## config.mk

```make
export PLATFORM = sky130hd
export DESIGN_NAME = uart_vector_unpacker
export DESIGN_NICKNAME = d
export VERILOG_FILES = /design/src/rtl/dbg_uart_pkg.sv /design/src/rtl/uart_rx_byte.sv /design/src/rtl/uart_vector_unpacker.sv
export SDC_FILE = /design/constraint.sdc
export NUM_CORES = 2
export LEC_CHECK = 0
export CORE_MARGIN = 2
export CORE_UTILIZATION = 59
export DETAILED_ROUTE_END_ITERATION = 10
export PLACE_DENSITY_LB_ADDON = 0.1
export SETUP_SLACK_MARGIN = 0.05
export SYNTH_ARGS = -nofsm -noshare
export SYNTH_HDL_FRONTEND = slang
export SYNTH_HIERARCHICAL = 1
export SYNTH_SLANG_ARGS = --single-unit
```

## constraint.sdc

```tcl
create_clock -name clk -period 3.2 [get_ports clk]
set_input_delay 0.32 -clock clk [delete_from_list [all_inputs] [get_ports clk]]
set_output_delay 0.32 -clock clk [all_outputs]
set_load 0.01 [all_outputs]
```

## src/rtl/dbg_uart_pkg.sv

```systemverilog
// rtl/dbg_uart_pkg.sv - shared types and constants for the debugger UART receive path
package dbg_uart_pkg;

  // RX_PARITY is only reachable when PARITY_EN is defined; RX_BREAK waits out a low stop bit
  typedef enum logic [2:0] {
    RX_IDLE,
    RX_START,
    RX_DATA,
    RX_PARITY,
    RX_STOP,
    RX_BREAK
  } rx_state_t;

  localparam logic UART_IDLE_LEVEL = 1'b1;

  function automatic int bytes_per_word(input int data_width);
    return data_width / 8;
  endfunction

endpackage

```

## src/rtl/uart_rx_byte.sv

```systemverilog
// rtl/uart_rx_byte.sv - UART byte receiver (8N1, or 8E1 when PARITY_EN is defined)
module uart_rx_byte
  import dbg_uart_pkg::*;
#(
  parameter int CLKS_PER_BIT = 434
) (
  input  logic       clk,
  input  logic       reset,
  input  logic       uart_rxd,
  output logic [7:0] byte_data,
  output logic       byte_valid,
  output logic       frame_err_p,
  output logic       parity_err_p
);

  localparam int CNT_W = $clog2(CLKS_PER_BIT);
  localparam logic [CNT_W-1:0] FULL_LAST = CNT_W'(CLKS_PER_BIT - 1);
  localparam logic [CNT_W-1:0] HALF_LAST = CNT_W'(CLKS_PER_BIT / 2 - 1);

  logic             sync1_q, sync2_q, prev_q;
  rx_state_t        state_q, state_d;
  logic [CNT_W-1:0] cnt_q, cnt_d;
  logic [2:0]       bit_q, bit_d;
  logic [7:0]       shreg_q, shreg_d;
  logic             byte_valid_q, byte_valid_d;
  logic             ferr_q, ferr_d;
`ifdef PARITY_EN
  logic             perr_pend_q, perr_pend_d;
  logic             perr_q, perr_d;
`endif

  // two-flop synchronizer plus one delayed copy for falling-edge detection
  always_ff @(posedge clk) begin
    if (!reset) begin
      sync1_q <= UART_IDLE_LEVEL;
      sync2_q <= UART_IDLE_LEVEL;
      prev_q  <= UART_IDLE_LEVEL;
    end else begin
      sync1_q <= uart_rxd;
      sync2_q <= sync1_q;
      prev_q  <= sync2_q;
    end
  end

  // receiver state, baud counter, shift register and registered pulses
  always_ff @(posedge clk) begin
    if (!reset) begin
      state_q      <= RX_IDLE;
      cnt_q        <= '0;
      bit_q        <= '0;
      shreg_q      <= '0;
      byte_valid_q <= 1'b0;
      ferr_q       <= 1'b0;
`ifdef PARITY_EN
      perr_pend_q  <= 1'b0;
      perr_q       <= 1'b0;
`endif
    end else begin
      state_q      <= state_d;
      cnt_q        <= cnt_d;
      bit_q        <= bit_d;
      shreg_q      <= shreg_d;
      byte_valid_q <= byte_valid_d;
      ferr_q       <= ferr_d;
`ifdef PARITY_EN
      perr_pend_q  <= perr_pend_d;
      perr_q       <= perr_d;
`endif
    end
  end

  // frame sequencing: sample mid-bit, start bit checked at half a bit time
  always_comb begin
    state_d      = state_q;
    cnt_d        = cnt_q + 1'b1;
    bit_d        = bit_q;
    shreg_d      = shreg_q;
    byte_valid_d = 1'b0;
    ferr_d       = 1'b0;
`ifdef PARITY_EN
    perr_pend_d  = perr_pend_q;
    perr_d       = 1'b0;
`endif
    case (state_q)
      RX_IDLE: begin
        cnt_d = '0;
        if (prev_q == UART_IDLE_LEVEL && sync2_q != UART_IDLE_LEVEL) begin
          state_d = RX_START;
        end
      end
      RX_START: begin
        if (cnt_q == HALF_LAST) begin
          cnt_d   = '0;
          bit_d   = '0;
`ifdef PARITY_EN
          perr_pend_d = 1'b0;
`endif
          state_d = (sync2_q == UART_IDLE_LEVEL) ? RX_IDLE : RX_DATA;
        end
      end
      RX_DATA: begin
        if (cnt_q == FULL_LAST) begin
          cnt_d   = '0;
          shreg_d = {sync2_q, shreg_q[7:1]};
          bit_d   = bit_q + 3'd1;
          if (bit_q == 3'd7) begin
`ifdef PARITY_EN
            state_d = RX_PARITY;
`else
            state_d = RX_STOP;
`endif
          end
        end
      end
`ifdef PARITY_EN
      RX_PARITY: begin
        if (cnt_q == FULL_LAST) begin
          cnt_d       = '0;
          perr_pend_d = ^{shreg_q, sync2_q};
          state_d     = RX_STOP;
        end
      end
`endif
      RX_STOP: begin
        if (cnt_q == FULL_LAST) begin
          cnt_d = '0;
`ifdef PARITY_EN
          perr_d = perr_pend_q;
          byte_valid_d = sync2_q && !perr_pend_q;
`else
          byte_valid_d = sync2_q;
`endif
          if (sync2_q == UART_IDLE_LEVEL) begin
            state_d = RX_IDLE;
          end else begin
            ferr_d  = 1'b1;
            state_d = RX_BREAK;
          end
        end
      end
      RX_BREAK: begin
        cnt_d = '0;
        if (sync2_q == UART_IDLE_LEVEL) begin
          state_d = RX_IDLE;
        end
      end
      default: begin
        cnt_d   = '0;
        state_d = RX_IDLE;
      end
    endcase
  end

  assign byte_data   = shreg_q;
  assign byte_valid  = byte_valid_q;
  assign frame_err_p = ferr_q;
`ifdef PARITY_EN
  assign parity_err_p = perr_q;
`else
  assign parity_err_p = 1'b0;
`endif

endmodule

```

## src/rtl/uart_vector_unpacker.sv

```systemverilog
// rtl/uart_vector_unpacker.sv - rebuilds N-lane vectors from the debugger UART byte stream (PARITY_EN selects 8E1)
module uart_vector_unpacker
  import dbg_uart_pkg::*;
#(
  parameter int N            = 16,
  parameter int DATA_WIDTH   = 32,
  parameter int CLKS_PER_BIT = 434
) (
  input  logic                    clk,
  input  logic                    reset,
  input  logic                    uart_rxd,
  input  logic                    flush,
  output logic [N*DATA_WIDTH-1:0] vector_out,
  output logic                    valid_out,
  input  logic                    ready_in,
  output logic                    overflow,
  output logic                    frame_err,
  output logic                    parity_err
);

  localparam int VW     = N * DATA_WIDTH;
  localparam int BPW    = bytes_per_word(DATA_WIDTH);
  localparam int LANE_W = (N > 1) ? $clog2(N) : 1;
  localparam int BYTE_W = (BPW > 1) ? $clog2(BPW) : 1;
  localparam logic [LANE_W-1:0] LANE_LAST = LANE_W'(N - 1);
  localparam logic [BYTE_W-1:0] BYTE_LAST = BYTE_W'(BPW - 1);

  logic [7:0]        byte_data;
  logic              byte_valid, frame_err_p, parity_err_p;

  logic [VW-1:0]     asm_q, asm_d;
  logic [VW-1:0]     out_q, out_d;
  logic [LANE_W-1:0] lane_cnt_q, lane_cnt_d;
  logic [BYTE_W-1:0] byte_cnt_q, byte_cnt_d;
  logic              held_q, held_d;
  logic              valid_q, valid_d;
  logic              ovf_q, ovf_d;
  logic              ferr_q, perr_q;
  logic              out_free, last_byte;

  uart_rx_byte #(
    .CLKS_PER_BIT(CLKS_PER_BIT)
  ) u_rx (
    .clk         (clk),
    .reset       (reset),
    .uart_rxd    (uart_rxd),
    .byte_data   (byte_data),
    .byte_valid  (byte_valid),
    .frame_err_p (frame_err_p),
    .parity_err_p(parity_err_p)
  );

  // output register can take a new vector this cycle when empty or being drained
  assign out_free  = !valid_q || ready_in;
  assign last_byte = (lane_cnt_q == LANE_LAST) && (byte_cnt_q == BYTE_LAST);

  // assembly, held-vector and output register state
  always_ff @(posedge clk) begin
    if (!reset) begin
      asm_q      <= '0;
      out_q      <= '0;
      lane_cnt_q <= '0;
      byte_cnt_q <= '0;
      held_q     <= 1'b0;
      valid_q    <= 1'b0;
      ovf_q      <= 1'b0;
    end else begin
      asm_q      <= asm_d;
      out_q      <= out_d;
      lane_cnt_q <= lane_cnt_d;
      byte_cnt_q <= byte_cnt_d;
      held_q     <= held_d;
      valid_q    <= valid_d;
      ovf_q      <= ovf_d;
    end
  end

  // sticky line-error flags, cleared only by reset
  always_ff @(posedge clk) begin
    if (!reset) begin
      ferr_q <= 1'b0;
      perr_q <= 1'b0;
    end else begin
      ferr_q <= ferr_q | frame_err_p;
      perr_q <= perr_q | parity_err_p;
    end
  end

  // byte placement, vector completion, back-pressure and flush handling
  always_comb begin
    asm_d      = asm_q;
    out_d      = out_q;
    lane_cnt_d = lane_cnt_q;
    byte_cnt_d = byte_cnt_q;
    held_d     = held_q;
    valid_d    = valid_q;
    ovf_d      = ovf_q;

    if (valid_q && ready_in) begin
      valid_d = 1'b0;
    end

    if (flush) begin
      lane_cnt_d = '0;
      byte_cnt_d = '0;
      held_d     = 1'b0;
    end else begin
      // a held vector moves out as soon as the output frees up
      if (held_q && out_free) begin
        out_d   = asm_q;
        valid_d = 1'b1;
        held_d  = 1'b0;
      end

      if (byte_valid && held_q && !out_free) begin
        ovf_d = 1'b1;
      end else if (byte_valid) begin
        for (int k = 0; k < N; k++) begin
          for (int b = 0; b < BPW; b++) begin
            if (lane_cnt_q == LANE_W'(k) && byte_cnt_q == BYTE_W'(b)) begin
              asm_d[k*DATA_WIDTH + 8*b +: 8] = byte_data;
            end
          end
        end
        if (byte_cnt_q == BYTE_LAST) begin
          byte_cnt_d = '0;
          lane_cnt_d = (lane_cnt_q == LANE_LAST) ? '0 : lane_cnt_q + 1'b1;
        end else begin
          byte_cnt_d = byte_cnt_q + 1'b1;
        end
        if (last_byte) begin
          if (out_free && !held_q) begin
            out_d   = asm_d;
            valid_d = 1'b1;
          end else begin
            held_d = 1'b1;
          end
        end
      end
    end
  end

  assign vector_out = out_q;
  assign valid_out  = valid_q;
  assign overflow   = ovf_q;
  assign frame_err  = ferr_q;
  assign parity_err = perr_q;

endmodule

```

==> key figures <==
Placement
  • HPWL after detailed placement: between 70,000 and 80,000 um
  • Dpl ws: between 200 and 250 ps
  • GPL Wtd Cong: 0.9104
  • Port buffer count: 520
  • Cells after DPL: approximately 5,300

Setup path
  • Crit path arrival time: about 3500 ps
  • Worst stage delay on the critical path: about 600 ps
  • Worst R2R Setup Slack: between 300 and 400 ps
  • Critical Path Fanout Max: 35
  • Worst-path cell chain: ha_1 > nand3_1 > nor2_1 > nand4_1 > buf_12 > buf_12 > nor2_1 > a211o_1
  • Worst Setup End Kind: flip-flop
  • Worst setup SP type: flip-flop
  • CP max-delay cell: nand4_1
  • WP data required: 3800 ps
  • Delay-heaviest family, CP: simple AND/OR/NAND/NOR gates
  • Kind of critical path: flip-flop to flip-flop
  • Critical path buffers and inverters: 2

Yosys
  • Mux contribution to synthesized area: slightly below 5%
  • Async SR Flop Fraction: 0%
  • Top post-synthesis cells by count: dfxtp_1, nand2_1, nand3_1
  • Ranking of synthesized cells by area: dfxtp_1, a22o_1, nand2_1
  • Sequential fraction of the synthesis area: a little over half
  • Post-synth EDFFs: 0
  • Syn nets: ~4,200
  • Post-Synth Adder-Cell Area: less than 1%
  • Post-Synth XOR/XNOR Area: less than 1%
  • Post-Synth Simple-Gate Area: between 10% and 20%
  • Mapped Area: approximately 40,000 um2
  • Share of the synthesized area in the top cell type: 54.52%
  • Avg Synthesized Cell Area: about 9.4 um2
  • Count leader, synth: dfxtp_1
  • Largest family of logic cells by synthesized area: compound AO/OA/AOI/OAI gates
  • Dominant synthesized flop cell: dfxtp_1
  • Compound-Gate Fraction of Synth Area: 20.76%
  • Count of yosys warnings during synthesis: 6
  • Dominant cell type by area after synthesis: dfxtp_1
  • Yosys cell types: 65
  • Syn Inst Count: roughly 4,100
  • FF+latch count, synth: around 1,100

Clock network
  • Clock root cell: clkbuf_16
  • Clock tree sinks: about 1,100
  • CTS H-tree depth: 3
  • Resized Gates After CTS: 0
  • Clock Pin Slew Worst Setup and Hold Paths: around 60 ps
  • Clock buffer count from CTS: between 100 and 150
  • CTS tree: done
  • Clk buf depth: 3
  • Clk Latency, worst-skew pair: between 600 and 700 ps
  • Post-CTS setup buffer count: 0
  • CTS Hold Bufs: 0

Floorplan
  • Starting Density: about three fifths
  • Die X-Extent: around 260 um
  • DIE HEIGHT: ~260 um
  • Rows: between 90 and 100
  • Die area: 68,230 um2
  • Top Ports: 521
  • Core area: 65,630 um2

Global route
  • Vias in the first global route: just over 30,000
  • First-pass GRT wire length: 183,800 um
  • Initial antenna violation count: 2
  • Total gr overflow: 0
  • Largest net degree at the start of global routing: 230
  • Total GRT Usage: about a third

Detailed routing
  • Via Count: approximately 33,000
  • Top sig layer: met5
  • Final ANT Viol Nets: 0
  • DRT Wirelength: about 120,000 um
  • Residual DRC: 0
  • Average wire per standard cell: ~23 um
  • M1 WL: between 50,000 and 60,000 um
  • Iteration-0 DRC Markers: 3,839
  • DR pass1 iterations: 6
  • Via/cell ratio: 6.102
  • WL met3: between 9000 and 10,000 um
  • Routed wl met2: 57,560 um

Final layout
  • Layout cell share with drive strength beyond 1: 7.329%
  • ANT cells: 0
  • Area Overhead vs Synth: 23.50%
  • # nets final: 4,535
  • Storage cell area: roughly 21,000 um2
  • Multi-input gate area: 16,180 um2
  • Post-Layout Cell Count: roughly 5,500
  • Fill cell count: 4,862

Power and ir drop
  • Lkg Pwr: 17.42 nW
  • Power per Cell Area: around 530 nW/um2
  • Peak VDD IR: approximately 0.41 mV

Job
  • Max-cap viol count: 0

Timing
  • Tcrit/Tclk final: 90.41%
  • Setup violators final: 0
  • Max Fclk: approximately 350 MHz
  • Clock skew: 26.75 ps
  • Fin. Hold Viols: 0
  • RSZ-0062 raised after global routing: false
  • Final setup TNS: 0 ps
  • Worst rel slew slack: 15.30%
  • Worst Max-Slew Pin Slew: 1270 ps
  • Fin worst setup slack: 306.9 ps
  • Final-report max-slew violation count: 0
  • Post-layout min period: 2893 ps

Run status
  • Outcome: completed

Hold path
  • Hold WC Path Type: input port to flip-flop
## registers in the layout, indices dropped and copies added, names as in the netlist
signal,count
asm_q,512
byte_cnt_q,2
frame_err,1
held_q,1
lane_cnt_q,4
overflow,1
parity_err,1
u_rx/bit_q,3
u_rx/byte_data,8
u_rx/byte_valid,1
u_rx/cnt_q,9
u_rx/frame_err_p,1
u_rx/prev_q,1
u_rx/state_q,3
u_rx/sync1_q,1
u_rx/sync2_q,1
valid_out,1
vector_out,512
## per-stage QoR
stage	hold WS (ps)	power [W]	cell area (um2)	utilization [%]
after floorplan	386.3	0.01386	39030	-
after global placement	395.4	0.01396	44890	68.40
after detailed placement	396.6	0.01396	44890	68.40
after CTS	14.33	0.02569	48200	73.45
after global routing	26.53	0.02627	48200	73.45
final	39.90	0.02566	48200	73.45
## area by class of cell
cell class,count,area share [%]
sequential,1063,44.19
multi-input combinational,2707,33.57
timing repair buffer,633,13.03
clock buffer,147,6.017
tap,864,2.243
clock inverter,37,0.8514
inverter,11,0.1012
## metal layers
| metal | track usage, % | vias up |
|---|---|---|
| met1 | 47.14 | 16148 |
| met4 | 13.54 | 4 |
| met3 | 5.962 | 254 |
| li1 | - | 15497 |
| met5 | 0 | - |
| met2 | 55.10 | 1427 |
## cells by family after synthesis
group,after synthesis
buffers and inverters,379
and+or+nand+nor,1314
adders and majority gates,13
xor gates and xnor gates,10
DFF,1063
other,1
AOI/OAI and AO/OA,1176
muxes,193
## where the power goes
group / total, W / internal, W / leakage (nW) / switching (W)
Clock: 0.0120 / 0.00686 / 1.62 / 0.00513
Sequential: 0.0133 / 0.0132 / 8.56 / 0.0000265
Combinational: 0.000414 / 0.0000758 / 7.23 / 0.000338
## placed cells by master (no fill, tap or decap), types with 4 or more instances in the layout
master / instances
nand4_1: 10
nor2_1: 246
a221o_1: 33
buf_4: 95
o21ai_0: 291
and2_1: 18
ha_1: 13
a21oi_1: 264
dfxtp_1: 1055
nor2_4: 7
clkdlybuf4s50_1: 519
a22o_1: 346
mux2i_1: 193
clkinv_2: 19
buf_12: 18
clkinvlp_4: 5
and3_1: 16
clkbuf_8: 20
dfxtp_2: 4
clkbuf_16: 101
a211oi_1: 78
o31ai_4: 5
xor2_1: 8
a22oi_1: 34
and2_0: 19
nor4_1: 4
inv_1: 9
o211ai_1: 49
nor3_1: 4
a32oi_1: 6
clkbuf_1: 26
nand3_1: 357
nor2b_1: 17
nand2_1: 559
nor2_2: 21
bufinv_16: 7
nand2b_1: 7
dfxtp_4: 4
a211o_1: 53
## worst min-delay path, stage by stage
cell and delay [ps]:
buf_6 170, nand2_1 90, o21ai_0 60
## worst paths after layout
path | start | endpoint | cells after the start
max | lane_cnt_q[1] | vector_out[260] | 8
min | reset | u_rx/state_q[0] | 3
max reg2reg | lane_cnt_q[1] | vector_out[260] | 8
min reg2reg | u_rx/sync1_q | u_rx/sync2_q | 1
Power figures use the tool's default switching activity.
